$ cat src/rtl/present_req_sched.sv
// present_req_sched: round-robin scheduler that shares one iterative PRESENT-80
// core between NREQ requesters. Only one job is in flight at a time. A job is
// granted, then issued to the core with a start pulse. The scheduler waits for
// the core's done pulse and returns the ciphertext tagged with the requester id.
//
// Optional feature: define PRESENT_TIMEOUT_EN to add a watchdog on the core.
// When the core does not answer within TIMEOUT cycles of core_start, the job is
// aborted and answered with rsp_ct=0 and rsp_err=1. Without the macro the
// scheduler waits indefinitely and rsp_err is tied low.
module present_req_sched #(
    parameter int NREQ    = 4,
    parameter int IDW     = $clog2(NREQ),
    parameter int TIMEOUT = 64
) (
    input  logic                 clk,
    input  logic                 rst_n,
    input  logic [NREQ-1:0]      req_valid,
    output logic [NREQ-1:0]      req_ready,
    input  logic [64*NREQ-1:0]   req_pt,
    input  logic [80*NREQ-1:0]   req_key,
    output logic                 core_start,
    output logic [63:0]          core_pt,
    output logic [79:0]          core_key,
    input  logic                 core_done,
    input  logic [63:0]          core_ct,
    output logic                 rsp_valid,
    input  logic                 rsp_ready,
    output logic [IDW-1:0]       rsp_id,
    output logic [63:0]          rsp_ct,
    output logic                 rsp_err
);

    // Reject parameter sets the scheduler was not built for.
    if ((NREQ < 2) || (NREQ > 8) || (IDW != $clog2(NREQ)) || (TIMEOUT < 1) || (TIMEOUT > 255)) begin : g_param_check
        $error("present_req_sched: unsupported parameter set");
    end

    typedef enum logic [1:0] {
        ST_IDLE  = 2'd0,
        ST_ISSUE = 2'd1,
        ST_WAIT  = 2'd2,
        ST_RESP  = 2'd3
    } state_e;

    state_e            state_q, state_d;
    logic [IDW-1:0]    ptr_q, ptr_d;
    logic [63:0]       core_pt_q, core_pt_d;
    logic [79:0]       core_key_q, core_key_d;
    logic              core_start_q, core_start_d;
    logic              rsp_valid_q, rsp_valid_d;
    logic [IDW-1:0]    rsp_id_q, rsp_id_d;
    logic [63:0]       rsp_ct_q, rsp_ct_d;

    logic              hi_found_s, lo_found_s, grant_found_s;
    logic [IDW-1:0]    hi_idx_s, lo_idx_s, grant_idx_s;
    logic [63:0]       grant_pt_s;
    logic [79:0]       grant_key_s;
    logic [NREQ-1:0]   req_ready_s;
    logic              wdog_abort_s;

    // Round-robin pick: lowest valid index at or above the pointer, else the lowest valid overall (wrap).
    always_comb begin
        hi_found_s = 1'b0;
        lo_found_s = 1'b0;
        hi_idx_s   = {IDW{1'b0}};
        lo_idx_s   = {IDW{1'b0}};
        for (int i = NREQ - 1; i >= 0; i--) begin
            lo_found_s = req_valid[i] ? 1'b1     : lo_found_s;
            lo_idx_s   = req_valid[i] ? IDW'(i)  : lo_idx_s;
            hi_found_s = (req_valid[i] && (IDW'(i) >= ptr_q)) ? 1'b1    : hi_found_s;
            hi_idx_s   = (req_valid[i] && (IDW'(i) >= ptr_q)) ? IDW'(i) : hi_idx_s;
        end
        grant_found_s = lo_found_s;
        grant_idx_s   = hi_found_s ? hi_idx_s : lo_idx_s;
    end

    // AND-OR mux selecting the granted requester's plaintext and key.
    always_comb begin
        grant_pt_s  = 64'd0;
        grant_key_s = 80'd0;
        for (int i = 0; i < NREQ; i++) begin
            grant_pt_s  = grant_pt_s  | (req_pt[64*i +: 64]  & {64{IDW'(i) == grant_idx_s}});
            grant_key_s = grant_key_s | (req_key[80*i +: 80] & {80{IDW'(i) == grant_idx_s}});
        end
    end

`ifdef PRESENT_TIMEOUT_EN
    localparam logic [7:0] WDOG_LIM = 8'(TIMEOUT);

    logic [7:0] wdog_q, wdog_d;
    logic       rsp_err_q, rsp_err_d;

    // Watchdog: cleared while issuing, counts every cycle spent waiting on the core.
    always_comb begin
        wdog_d = wdog_q;
        case (state_q)
            ST_ISSUE: wdog_d = 8'd0;
            ST_WAIT:  wdog_d = wdog_q + 8'd1;
            default:  wdog_d = wdog_q;
        endcase
    end

    // A real done in the last allowed cycle wins over the abort.
    assign wdog_abort_s = (state_q == ST_WAIT) && !core_done && ((wdog_q + 8'd1) == WDOG_LIM);

    // Error flag is raised only alongside an aborted response and cleared once it is accepted.
    always_comb begin
        rsp_err_d = rsp_err_q;
        case (state_q)
            ST_WAIT: begin
                if (core_done) begin
                    rsp_err_d = 1'b0;
                end else if (wdog_abort_s) begin
                    rsp_err_d = 1'b1;
                end else begin
                    rsp_err_d = rsp_err_q;
                end
            end
            ST_RESP: begin
                if (rsp_ready) begin
                    rsp_err_d = 1'b0;
                end else begin
                    rsp_err_d = rsp_err_q;
                end
            end
            default: rsp_err_d = 1'b0;
        endcase
    end

    // Watchdog and error flag registers.
    always_ff @(posedge clk or negedge rst_n) begin
        if (!rst_n) begin
            wdog_q    <= 8'd0;
            rsp_err_q <= 1'b0;
        end else begin
            wdog_q    <= wdog_d;
            rsp_err_q <= rsp_err_d;
        end
    end

    assign rsp_err = rsp_err_q;
`else
    assign wdog_abort_s = 1'b0;
    assign rsp_err      = 1'b0;
`endif

    // Scheduler next-state: grant in IDLE, one-cycle issue, wait for the core, hold the response until taken.
    always_comb begin
        state_d     = state_q;
        ptr_d       = ptr_q;
        core_pt_d   = core_pt_q;
        core_key_d  = core_key_q;
        rsp_id_d    = rsp_id_q;
        rsp_ct_d    = rsp_ct_q;
        req_ready_s = {NREQ{1'b0}};
        case (state_q)
            ST_IDLE: begin
                if (grant_found_s) begin
                    state_d    = ST_ISSUE;
                    ptr_d      = (grant_idx_s == IDW'(NREQ - 1)) ? {IDW{1'b0}} : (grant_idx_s + IDW'(1));
                    core_pt_d  = grant_pt_s;
                    core_key_d = grant_key_s;
                    rsp_id_d   = grant_idx_s;
                    for (int i = 0; i < NREQ; i++) begin
                        req_ready_s[i] = (IDW'(i) == grant_idx_s);
                    end
                end else begin
                    state_d = ST_IDLE;
                end
            end
            ST_ISSUE: begin
                state_d = ST_WAIT;
            end
            ST_WAIT: begin
                if (core_done) begin
                    rsp_ct_d = core_ct;
                    state_d  = ST_RESP;
                end else if (wdog_abort_s) begin
                    rsp_ct_d = 64'd0;
                    state_d  = ST_RESP;
                end else begin
                    state_d = ST_WAIT;
                end
            end
            ST_RESP: begin
                if (rsp_ready) begin
                    state_d = ST_IDLE;
                end else begin
                    state_d = ST_RESP;
                end
            end
            default: begin
                state_d = ST_IDLE;
            end
        endcase
        core_start_d = (state_d == ST_ISSUE);
        rsp_valid_d  = (state_d == ST_RESP);
    end

    // State, job latches and registered handshake outputs.
    always_ff @(posedge clk or negedge rst_n) begin
        if (!rst_n) begin
            state_q      <= ST_IDLE;
            ptr_q        <= {IDW{1'b0}};
            core_pt_q    <= 64'd0;
            core_key_q   <= 80'd0;
            core_start_q <= 1'b0;
            rsp_valid_q  <= 1'b0;
            rsp_id_q     <= {IDW{1'b0}};
            rsp_ct_q     <= 64'd0;
        end else begin
            state_q      <= state_d;
            ptr_q        <= ptr_d;
            core_pt_q    <= core_pt_d;
            core_key_q   <= core_key_d;
            core_start_q <= core_start_d;
            rsp_valid_q  <= rsp_valid_d;
            rsp_id_q     <= rsp_id_d;
            rsp_ct_q     <= rsp_ct_d;
        end
    end

    // The accept is combinational so the handshake completes in the grant cycle; held low in reset.
    assign req_ready  = req_ready_s & {NREQ{rst_n}};
    assign core_start = core_start_q;
    assign core_pt    = core_pt_q;
    assign core_key   = core_key_q;
    assign rsp_valid  = rsp_valid_q;
    assign rsp_id     = rsp_id_q;
    assign rsp_ct     = rsp_ct_q;

endmodule

$ cat config.mk
export PLATFORM = sky130hd
export DESIGN_NAME = present_req_sched
export DESIGN_NICKNAME = d
export VERILOG_FILES = /design/src/rtl/present_req_sched.sv
export SDC_FILE = /design/constraint.sdc
export NUM_CORES = 1
export LEC_CHECK = 0
export ABC_AREA = 1
export CAP_MARGIN = 10
export CORE_AREA = 2 2 338 340
export CTS_CLUSTER_DIAMETER = 40
export CTS_CLUSTER_SIZE = 8
export DETAILED_ROUTE_END_ITERATION = 16
export DIE_AREA = 0 0 340 342
export SETUP_SLACK_MARGIN = 0.05
export SYNTH_ARGS = -nofsm -noshare
export SYNTH_HDL_FRONTEND = slang
export SYNTH_SLANG_ARGS = --single-unit
$ cat constraint.sdc
create_clock -name clk -period 6 [get_ports clk]
set_clock_uncertainty 0.05 [all_clocks]
set_input_delay 1.5 -clock clk [delete_from_list [all_inputs] [get_ports clk]]
set_output_delay 1.5 -clock clk [all_outputs]
set_load 0.05 [all_outputs]
==> impl_results.md, run 1 <==
* FILL cells at 12,400
* Die W at about 340 um
* Cell Rows at 124
* Yosys reg bits at 216
* Post-synth EDFFs at 0
* Clock-pin slew on the worst setup and hold paths at 0.04 ns
* Post-CTS sizing at 0
* # H-tree levels at 2
* Post-synth top area share at roughly 48%
* Synthesized Nets at 2,102
* Largest family of logic cells by synthesized area: simple AND/OR/NAND/NOR gates
* Iteration-0 DRC Markers at 849
* Main synth FF type: dfrtp_1
* Largest net degree at the start of global routing at 167
* Buf/Inv on CP at 4
* Fmax at 0.1986 GHz
* Synth top cells by count: nand2_1, dfrtp_1, nand3_1
* Slowest Stage Delay on Critical Path at around 0.52 ns
* Most used cell, CP: inv_1
* CP max FO at 5
* WL/cell at 20.59 um
* Via count at roughly 14,000
* Yosys warns at 0
* Cell Chain, Critical Path: clkdlybuf4s50_1 > o31ai_1 > nand2_1 > inv_1 > ha_4 > inv_1 > nor2_1 > buf_12
* Final setup vio count at 0
* Multi-input combinational cell area at approximately 5400 sq um
* Area of the die at around 120,000 sq um
* Initial Util at under 10%
* DIE HEIGHT at 342 um
* Drt pass-1 iters at 5
* Synth Area in Adders at 0.4425%
* Port Buffers at 863
* Gr usage total at 12.90%
* Outcome: finished, final reports clean
* Layout Cells excl Fill at 3,838
* RD Place Congestion at 0.9365
* Relative slew slack at 26.15%
* Cts bufs inserted at 54
* Pins Over Slew Limit at 0
* Layout Nets at just under 3,000
* Register Area at 5405 sq um
* Crit path max-delay family: buffers and inverters
* RSZ-0062 raised after global routing: false
* Post-synthesis cell type count at 24
* Area contributors post-synth: dfrtp_1, nand2_1, nand3_1
* Compound-cell area share of the yosys netlist at 13.19%
* Core area at 113,100 sq um
* Util after Layout at 20.75%
* GRT overflow at 0
* Drc violations at 0
* I/O Pins at between 800 and 900
* First-pass GRT wire length at 105.8 mm
* CTS tree: done
* Antenna violations before repair at 25
* Total power draw at 13,390 uW
* Vias in the first global route at roughly 14,000
* Final min period at 5.036 ns
* Clock Sinks at about 220
* Hold violation count in the final report at 0
* CTS Hold Bufs at 0
* XOR/XNOR Fraction of Synth Area at 0%
* CP endpoint kind: output port
* Postcts setup bufs at 0
* Setup TNS at 0 ns
* Final WL at 79.01 mm
* Vias per std cell at about 3.6
* Pwr dens at 570.6 nW/um^2
* Layout cells sized above 1 at around 8%
* Cell count after synthesis at approximately 1,500
* Crit path DAT at 3.49 ns
* Area leader, netlist: dfrtp_1
* Latest clock arrival within the worst-skew pair at 0.62 ns
* Max VDD drop at 0.3028 mV
* Final period util at between 80% and 90%
* Syn Area/Cell at just under 8 sq um
* Final HPWL from detailed placement at 63.32 mm
* Critical Path Source Type: input port
* Max-cap viol count at 0
* Synth-to-Final Area Change at 107.5%
* Synthesized cell area at 11,310 sq um
* Most frequent cell after synthesis: nand2_1
* Slowest cell on the critical path: clkdlybuf4s50_1
* Least-Margin Pin Slew at 1.104 ns
* Placed cell count at 3,737
* Min-Delay Path Class: reg2reg
* FFs w/ async S/R, synth at 100.0%
* Sequential-to-total area share from yosys stat at 47.79%
* Synth Area in Simple Gates at a little over a quarter
* Critical setup path kind: in2out
* Routed Antenna Nets at 0
* Mux cell area share after synthesis at 6.372%
* Clock root cell: clkbuf_16
* Clock tree buffer depth at 3
* WP data required at 4.45 ns
* Pleak at 0.009474 uW
## per-layer routing
layer  routed length (um)  track usage, %  part of all wire, %  vias to the layer above
met2                34310           19.64                   43                      698
li1                     -               -                    -                     6493
met3                 8547           5.315                   11                      121
met5                  114               0                 0.14                        -
met1                33390           16.33                   42                     6489
met4                 2643           4.526                  3.3                       20
## registers in the layout, indices dropped and copies added (netlist names)
name,flops
core_key,80
core_pt,64
rsp_ct,64
ptr_q,2
rsp_id,2
state_q,2
core_start,1
rsp_valid,1
## power by group
| part | switching, uW | total (uW) | internal, uW |
|---|---|---|---|
| registers | 449 | 2620 | 2170 |
| logic | 5160 | 7680 | 2510 |
| clock network | 981 | 3090 | 2110 |
## final cells by class
type	count	area share, %
inverters	11	0.1759
flip-flops and latches	216	23.03
diodes	2	0.02132
multi-input cells	1119	22.81
well taps	1512	8.061
repair buffers	879	37.67
clock inverters	24	1.546
clock buffers	75	6.690
## stage by stage
step / setup WS (ns) / hold slack, ns / cell area [sq um]
CTS: 0.9718 / 0.4296 / 23470
floorplan: 0.9882 / 0.4210 / 11310
detailed placement: 0.9864 / 0.4169 / 21530
global route: 0.8446 / 0.4548 / 23470
global placement: 1.025 / 0.4155 / 21530
finish: 0.9643 / 0.4234 / 23470
## layout by cell type, fill, tap and decap left out, drive strengths merged, types with 2 or more instances in the layout
cell           instances
diode                  2
clkinv                14
bufinv                 7
clkinvlp               2
nor2                   9
o21ai                145
a21oi                147
inv                   12
nand2                595
nand3                149
clkbuf                75
mux2                  64
dfrtp                216
buf                   21
nand3b                 2
clkdlybuf4s50        858
ha                     4
## worst paths after layout
kind,slack [ns],cells after the start,end,startpoint
max,0.96,8,req_ready[2],req_valid[0]
min,0.42,2,rsp_id[1]$_DFFE_PN0P_,rsp_id[1]$_DFFE_PN0P_
max reg2reg,2.92,12,core_pt[31]$_DFFE_PN0P_,ptr_q[1]$_DFFE_PN0P_
min reg2reg,0.42,2,rsp_id[1]$_DFFE_PN0P_,rsp_id[1]$_DFFE_PN0P_
max in group asynchronous,3.08,3,rsp_ct[57]$_DFFE_PN0P_,rst_n
min in group asynchronous,0.79,1,core_key[78]$_DFFE_PN0P_,rst_n
## cells by family (layout without fill, tap and decap cells)
family	after synthesis	in the layout
other	1	3
AO/OA/AOI/OAI	294	294
flip-flops	216	216
AND/OR/NAND/NOR	756	756
buffers and inverters	115	989
multiplexers	64	64
adder cells (fa/ha/maj)	4	4
## worst min-delay path, stage by stage, from the launching register on
cell and delay, ns:
dfrtp_1 0.33, nand2_1 0.05, nand2_1 0.05
Power figures use the tool's default switching activity.
==> inputs of run 2 (changes only) <==
==> constraint.sdc (replaced) <==
create_clock -name clk -period 4.5 [get_ports clk]
set_clock_uncertainty 0.05 [all_clocks]
set_input_delay 1.125 -clock clk [delete_from_list [all_inputs] [get_ports clk]]
set_output_delay 1.125 -clock clk [all_outputs]
set_load 0.05 [all_outputs]
==> run 2 against run 1 <==
Clock power increased by 36%. Via count increased by 0.36%. Setup slack got worse by 0.67 ns. Non-clock buffer count increased by 3. Cell area increased by 0.70%. Largest power group unchanged.
==> impl_results.md, run 2 (same netlist as run 1, synthesis figures left out) <==
* Outcome: finished, final reports clean
* Crit path max-delay family: buffers and inverters
* CTS tree: done
* Slowest Stage Delay on Critical Path at 0.49 ns
* Crit path DAT at 3.03 ns
* Most frequent cells in the layout: clkdlybuf4s50_1, nand2_1, dfrtp_1, nand3_1, a21oi_1
* FILL cells at roughly 12,000
* Pins Over Slew Limit at 0
* Final HPWL from detailed placement at 64.15 mm
* Final period util at between 90% and 100%
* Placed inst area at 21,670 sq um
* Final min period at 4.205 ns
* Combinational share of power at 57.2%
* Postcts setup bufs at 0
* Die W at around 340 um
* Clock-pin slew on the worst setup and hold paths at 0.05 ns
* Pwr dens at 757.8 nW/um^2
* Net Sw Frac at 49.28%
* Setup TNS at 0 ns
* Met3 wire len at 9.747 mm
* Multi-input combinational cell area at 5353 sq um
* Via count at approximately 14,000
* First-pass GRT wire length at about 110 mm
* RR Startpoint: ptr_q[1]$_DFFE_PN0P_
* Psw at 8826 uW
* Max-cap viol count at 0
* Vias per std cell at 3.608
* Register Area at 5405 sq um
* Max VDD drop at 0.3880 mV
* Cell Rows at 124
* Drc violations at 0
* Largest net degree at the start of global routing at approximately 160
* Flop-to-flop setup slack at around 1.6 ns
* WL met1 at about 32 mm
* RSZ-0062 raised after global routing: false
* Final setup vio count at 0
* Reg2reg path depth at 13
* Pint at between 9000 and 10,000 uW
* Sequential power share at 19.4%
* CP max FO at 4
* Vias in the first global route at 13,880
* Top layer in use: met5
* GRT overflow at 0
* Reg-to-reg endpoint: core_pt[31]$_DFFE_PN0P_
* Commonest non-fill, non-tap cell in the layout: clkdlybuf4s50_1
* Area of the die at 116,300 sq um
* CP endpoint kind: output port
* RD Place Congestion at around 0.88
* Routed Antenna Nets at 0
* Layout Nets at 2,936
* Cell Chain, Critical Path: clkdlybuf4s50_1 > inv_1 > nor2_1 > nor2_1 > a21oi_1 > nand2_1 > inv_1 > ha_4 > inv_1 > nor2_1 > buf_12
* Cts bufs inserted at between 50 and 60
* Gr usage total at 13.13%
* Port Buffers at 863
* WP data required at 3.32 ns
* Relative slew slack at 26.83%
* Layout cells sized above 1 at 8.340%
* Min-Delay Path Class: in2async
* Clock Sinks at 216
* Final WL at 79.90 mm
* Hold violation count in the final report at 0
* Clock tree buffer depth at 3
* Core area at 113,100 sq um
* # H-tree levels at 2
* Buf/Inv on CP at 5
* Synth-to-Final Area Change at 109.0%
* WL/cell at 20.79 um
* Least-Margin Pin Slew at 1.094 ns
* WL met2 at ~34 mm
* Latest clock arrival within the worst-skew pair at 0.63 ns
* Antenna violations before repair at 31
* Max reg flops at 80
* Clock group share of total power at 23.4%
* DIE HEIGHT at 342 um
* Clock root cell: clkbuf_16
* Critical Path Source Type: input port
* Post-CTS sizing at 0
* Slowest cell on the critical path: clkdlybuf4s50_1
* Initial Util at 9.999%
* Pleak at 0.009499 uW
* Fmax at 0.2378 GHz
* CTS Hold Bufs at 0
* Iteration-0 DRC Markers at around 780
* Final Cell Area at between 20,000 and 25,000 sq um
* I/O Pins at 865
* Critical setup path kind: in2out
* Drt pass-1 iters at 5
==> run 2: cell count changes in the layout (fill, tap and decap cells not counted), sizes merged <==
cell | before | now
clkinv | 14 | 20
bufinv | 7 | 9
clkinvlp | 2 | 11
inv | 12 | 11
diode | 2 | 6
buf | 21 | 24
clkbuf | 75 | 58
==> run 2: worst max path at each step <==
stage	startpoint	to	slack, ns	cells after the start
3_3_place_gp	req_valid[1]	req_ready[3]	0.25	11
4_1_cts	req_valid[1]	req_ready[3]	0.30	11
5_1_grt	req_valid[1]	req_ready[3]	0.21	11
2_1_floorplan	req_valid[1]	req_ready[3]	0.24	11
6_report	req_valid[1]	req_ready[3]	0.29	11
3_5_place_dp	req_valid[1]	req_ready[3]	0.30	11
==> run 2: power by group through the flow <==
stage	Sequential (uW)	Combinational, uW	Clock [uW]
after floorplan	6540	3030	0
after global placement	3460	10300	0
after detailed placement	3470	10400	0
after CTS	3480	10400	4300
after global routing	3580	10900	4390
final	3470	10200	4190
==> run 2: layout make-up <==
class | instances | share of cell area, %
Clock buffer | 58 | 5.950
Antenna cell | 6 | 0.06353
Timing Repair Buffer | 882 | 37.98
Multi-Input combinational cell | 1119 | 22.65
Inverter | 11 | 0.1747
Sequential cell | 216 | 22.87
Tap cell | 1512 | 8.004
Clock inverter | 40 | 2.313
==> run 2: per-layer routing <==
layer	up-vias	global-route usage, %
met5	-	0
met2	788	19.58
li1	6487	-
met4	20	6.084
met1	6422	16.14
met3	154	5.837
==> run 2: per-stage QoR <==
| step | worst slack, ns | hold WS (ns) | power, uW | util [%] | std cells |
|---|---|---|---|---|---|
| after floorplan | 0.2382 | 0.4210 | 9562 | - | 1450 |
| after global placement | 0.2542 | 0.4174 | 13770 | 19.16 | 3740 |
| after detailed placement | 0.2977 | 0.4170 | 13840 | 19.16 | 3740 |
| after CTS | 0.2994 | 0.2317 | 18190 | 20.88 | 3838 |
| after global routing | 0.2054 | 0.2621 | 18880 | 20.89 | 3843 |
| final | 0.2945 | 0.3058 | 17910 | 20.90 | 3844 |
